===== config.mk =====
export PLATFORM = sky130hd
export DESIGN_NAME = ob_cmd_deser
export DESIGN_NICKNAME = d
export VERILOG_FILES = /design/src/rtl/ob_cmd_deser.sv
export SDC_FILE = /design/constraint.sdc
export NUM_CORES = 1
export LEC_CHECK = 0
export ABC_AREA = 1
export BUFFER_PORTS_ARGS = -buffer_cell sky130_fd_sc_hd__buf_2
export CORE_ASPECT_RATIO = 0.9
export CORE_MARGIN = 2
export CORE_UTILIZATION = 54
export CTS_CLUSTER_SIZE = 40
export DETAILED_ROUTE_END_ITERATION = 6
export PLACE_DENSITY_LB_ADDON = 0.08
export SYNTH_ARGS = -nofsm -noshare
export SYNTH_HDL_FRONTEND = slang
export SYNTH_SLANG_ARGS = --single-unit

===== constraint.sdc =====
create_clock -name clk -period 2.6 [get_ports clk]
set_input_delay 0.52 -clock clk [delete_from_list [all_inputs] [get_ports clk]]
set_output_delay 0.52 -clock clk [all_outputs]
set_load 0.01 [all_outputs]

===== src/rtl/ob_cmd_deser.sv =====
// ob_cmd_deser: packs a sop/eop framed beat stream into one command word per
// packet for the order-book ingress. Malformed packets are discarded and
// flagged on err_vld_r. The assembled command is held until the book's
// ingress queue has room.
// Optional build macro OB_CMD_DESER_STATS_EN adds saturating push/error
// counters (cmd_cnt_r, err_cnt_r).
module ob_cmd_deser #(
   parameter int IN_W  = 32,
   parameter int CMD_W = 96
) (
   input  logic             clk,
   input  logic             rst,
   input  logic             in_vld,
   input  logic             in_sop,
   input  logic             in_eop,
   input  logic [IN_W-1:0]  in_data,
   output logic             in_rdy,
   input  logic             cmd_full_r,
   output logic             cmd_vld_r,
   output logic [CMD_W-1:0] cmd_r,
   output logic             err_vld_r
`ifdef OB_CMD_DESER_STATS_EN
   ,
   output logic [15:0]      cmd_cnt_r,
   output logic [15:0]      err_cnt_r
`endif
);

   localparam int BEATS = (CMD_W + IN_W - 1) / IN_W;
   localparam int ASM_W = BEATS * IN_W;
   localparam int CNT_W = $clog2(BEATS + 1);
   localparam logic [CNT_W-1:0] LAST = CNT_W'(BEATS - 1);

   typedef enum logic [1:0] {IDLE, ASM, DROP, HOLD} state_t;

   state_t           state_r, state_nxt;
   logic [CNT_W-1:0] cnt_r, cnt_nxt;
   logic [ASM_W-1:0] asm_r;
   logic             wr_en;
   logic [CNT_W-1:0] wr_idx;
   logic             err_nxt;
   logic             push_nxt;
   logic             acc;

   // Input readiness depends only on registered state, never on in_vld.
   assign in_rdy = (state_r != HOLD);
   assign acc    = in_vld & in_rdy;
   // Beats beyond CMD_W on the last beat are simply not exposed.
   assign cmd_r  = asm_r[CMD_W-1:0];

   // Framing decode: next state, beat write enable, error and push strobes.
   always_comb begin
      state_nxt = state_r;
      cnt_nxt   = cnt_r;
      wr_en     = 1'b0;
      wr_idx    = cnt_r;
      err_nxt   = 1'b0;
      push_nxt  = 1'b0;
      case (state_r)
         IDLE: begin
            if (acc) begin
               if (in_sop && !in_eop) begin
                  wr_en     = 1'b1;
                  wr_idx    = '0;
                  cnt_nxt   = CNT_W'(1);
                  state_nxt = ASM;
               end else begin
                  // sop&eop, or a beat outside any packet.
                  err_nxt = 1'b1;
                  if (!in_sop && !in_eop)
                     state_nxt = DROP;
               end
            end
         end
         ASM: begin
            if (acc) begin
               wr_en = 1'b1;
               if (in_sop) begin
                  // A new sop aborts the partial packet and restarts from it.
                  err_nxt = 1'b1;
                  wr_idx  = '0;
                  cnt_nxt = CNT_W'(1);
                  if (in_eop) begin
                     cnt_nxt   = '0;
                     state_nxt = IDLE;
                  end
               end else if (cnt_r == LAST) begin
                  cnt_nxt = '0;
                  if (in_eop) begin
                     state_nxt = HOLD;
                  end else begin
                     err_nxt   = 1'b1;
                     state_nxt = DROP;
                  end
               end else begin
                  cnt_nxt = cnt_r + CNT_W'(1);
                  if (in_eop) begin
                     err_nxt   = 1'b1;
                     cnt_nxt   = '0;
                     state_nxt = IDLE;
                  end
               end
            end
         end
         DROP: begin
            if (acc && in_eop)
               state_nxt = IDLE;
         end
         HOLD: begin
            if (!cmd_full_r) begin
               push_nxt  = 1'b1;
               state_nxt = IDLE;
            end
         end
         default: state_nxt = IDLE;
      endcase
   end

   // Control registers: state, beat index and the one-cycle strobes.
   always_ff @(posedge clk) begin
      if (rst) begin
         state_r   <= IDLE;
         cnt_r     <= '0;
         cmd_vld_r <= 1'b0;
         err_vld_r <= 1'b0;
      end else begin
         state_r   <= state_nxt;
         cnt_r     <= cnt_nxt;
         cmd_vld_r <= push_nxt;
         err_vld_r <= err_nxt;
      end
   end

   // Assembly buffer: each accepted beat lands in its slot, LSB first.
   always_ff @(posedge clk) begin
      if (rst) begin
         asm_r <= '0;
      end else if (wr_en) begin
         for (int k = 0; k < BEATS; k++) begin
            if (wr_idx == CNT_W'(k))
               asm_r[k*IN_W +: IN_W] <= in_data;
         end
      end
   end

`ifdef OB_CMD_DESER_STATS_EN
   // Saturating counters of pushes and framing errors, stepped with the strobes.
   always_ff @(posedge clk) begin
      if (rst) begin
         cmd_cnt_r <= '0;
         err_cnt_r <= '0;
      end else begin
         if (push_nxt && cmd_cnt_r != 16'hFFFF)
            cmd_cnt_r <= cmd_cnt_r + 16'd1;
         if (err_nxt && err_cnt_r != 16'hFFFF)
            err_cnt_r <= err_cnt_r + 16'd1;
      end
   end
`else
   // Statistics counters are not built in this configuration.
`endif

endmodule


==> impl_metrics.ini <==
[worst_setup_path]
cp.required_ps = 2900
critPathKind = flip-flop to flip-flop
r2r_end = cmd_r[61]
cp_max_fo = 32
reg2reg_from = state_r[0]
start_kind = flip-flop
worstRegToRegCells = 8
reg2reg_setup_slack_ps = 820
cp.arrival_ps = 2080
cp-startpoint = state_r[0]
cp-end-kind = flip-flop

[synthesis]
syn-num-nets = 623
syn-cell-area_sq_um = 4180
syn_avg_cell_area_sq_um = 7.15
ys_seq_elements = 102
syn_inst = 584
synthDistinctLibCells = 24
synth_seq_area_share_pct = 48.9
yosysWarnings = 0

[floorplanning]
chipWidth_microns = 96.7
io-pin-count = 137
coreArea_sq_um = 7510
placementRows = 30
fp.dieH_microns = 87.4
initial_utilization_pct = 55.6
die_area_sq_um = 8450

[cts]
hold_buffers = 0
cts-buffers-inserted = 9
insertion_delay_ps = 360
root_buffer = clkbuf_8
clock_sinks = 102
cts_resized = 0
ctsHtreeMaxLevel = 3
cts_buffer_depth = 2
cts_tree = done
post_cts_buffers = 0
clkSlewWorstSetupHoldPaths_ps = 100

[finish]
antennaDiodeCount = 0
drive_gt1_share_pct = 25.2
syn2layout_area_growth_pct = 22.7
layout.nets = 741

[route]
vias = 4196
via_per_inst = 5.23
finalWirelength_microns = 10900
avgRoutedWirePerCell_microns = 13.6
ant_nets = 0
post-route-drc-count = 0
drt_first_pass_iters = 5
drt-initial-drc-count = 225

[timing]
fmax_mhz = 563
hold_violations = 0
drv_slew = 0
setup-violations-final = 0
min_period_ps = 1780
fin_setup_tns_ps = 0
rsz0062_at_grt = no
worst-slew-pin-transition_ps = 424
period_share_pct = 68.3
skew_ps = 7.14
relSlewSlack_pct = 71.7

[power_and_ir_drop]
p_leak_nw = 2.57
total_power_mw = 3.39
peakVddDrop_uv = 278
power_density_nw_per_um2 = 662

[placement]
gp_congestion = 0.897
place.detailed.hpwl_microns = 7360
io_buffers = 136

[global_route]
grt-ovfl-total = 0
grt_pass1_vias = 3813
grt_max_degree = 100
antenna_found_initial = 0
grt_pass1_wl_microns = 17800
grt.total_usage_pct = 25.6

[min_path]
hold_path.class = input pin to flip-flop
whs_path_depth = 2
min-delay-start = cmd_full_r
whs_endpoint = cmd_vld_r

[outcome]
outcome = finished clean

[job]
maxCapViolCount = 0
worst max-delay path, stage by stage, from the launching register on:
cell and delay [ps]:
dfxtp_1 390, nor2_1 190, nand3_1 180, nand3_2 200
nand2_1 120, nor2_2 90, buf_4 340, nor2_1 80
nor2_1 120
synth_stat cells (all sizes together):
cell type  instances  share of area, %
nor3              35               4.2
nand2             74               6.7
nor2             175                16
nand3             37               4.6
or2                1              0.15
buf               35               4.1
o211ai             2              0.36
nor4               1              0.15
ha                 1              0.30
nand4             33               4.9
dfxtp            102                49
o21ai             39               4.7
xor2               2              0.42
clkbuf             8              0.72
a21oi              2              0.24
inv               37               3.3
how the worst max path moves through the flow:
stage	cells past startpoint	slack [ps]	to
6_report	8	820	cmd_r[61]
5_1_grt	8	620	cmd_r[33]
4_1_cts	7	840	cmd_r[33]
3_5_place_dp	10	560	cmd_r[88]
3_3_place_gp	10	670	cmd_r[37]
2_1_floorplan	9	1020	cmd_r[32]
per-layer routing:
metal  GRT usage [%]  wire length (microns)
met1            35.3                   5000
met2            40.5                   4920
met3            5.86                    849
met4            8.19                    123
met5               0                      0
kinds of logic (layout without fill, tap and decap cells):
logic type	count (synthesis)	after routing	synth area share, %
AO/OA/AOI/OAI	43	43	5.27
XOR/XNOR	2	2	0.420
adder cells (fa/ha/maj)	1	1	0.300
buffers and inverters	80	203	8.18
flip-flops	102	102	48.9
AND/OR/NAND/NOR	356	356	36.9
per-stage QoR:
| step | hold WS [ps] | utilization, % | setup slack (ps) | cells | area [sq um] |
|---|---|---|---|---|---|
| after global routing | 324 | 68.2 | 621 | 803 | 5120 |
| final | 323 | 68.2 | 824 | 803 | 5120 |
| after detailed placement | 452 | 65.1 | 560 | 787 | 4890 |
| after CTS | 312 | 68.2 | 836 | 803 | 5120 |
| after floorplan | 489 | - | 1020 | 584 | 4180 |
| after global placement | 444 | 65.1 | 671 | 787 | 4890 |
sequential cells by signal, summed over array words and instances, names as in the netlist:
signal,cells
cmd_r,96
state_r,2
cnt_r,2
cmd_vld_r,1
err_vld_r,1
report_power, final:
part,internal (mW),leakage [nW],total [mW],switching [mW]
clock,0.558,0.116,1.13,0.574
combinational,0.196,1.63,0.561,0.365
sequential,1.65,0.827,1.70,0.0500
total,2.40,2.57,3.39,0.989
area by class of cell:
class                      count  area, sq um
fill                         693         2390
clock inverter                 7          106
tap                           96          120
clock buffer                   9          124
sequential                   102         2040
multi-input combinational    402         1790
inverter                      37          139
timing repair buffer         150          798
placed cells by master (no fill, tap or decap):
| master | instances |
|---|---|
| nor2_1 | 169 |
| buf_2 | 136 |
| dfxtp_1 | 102 |
| nand2_1 | 73 |
| nand3_1 | 36 |
| nor3_1 | 35 |
| inv_1 | 34 |
| nand4_1 | 33 |
| o21ai_1 | 24 |
| o21ai_0 | 15 |
| buf_4 | 13 |
| clkbuf_8 | 9 |
| nor2_2 | 5 |
| inv_2 | 3 |
| clkinv_4 | 3 |
| o211ai_1 | 2 |
| xor2_1 | 2 |
| a21oi_1 | 2 |
| bufinv_16 | 2 |
| nand3_2 | 1 |
| nor2_4 | 1 |
| nand2_2 | 1 |
| or2_2 | 1 |
| nor4_1 | 1 |
| ha_1 | 1 |
| inv_8 | 1 |
| inv_6 | 1 |
| buf_12 | 1 |
No activity file was read; power rests on OpenSTA's default activity.
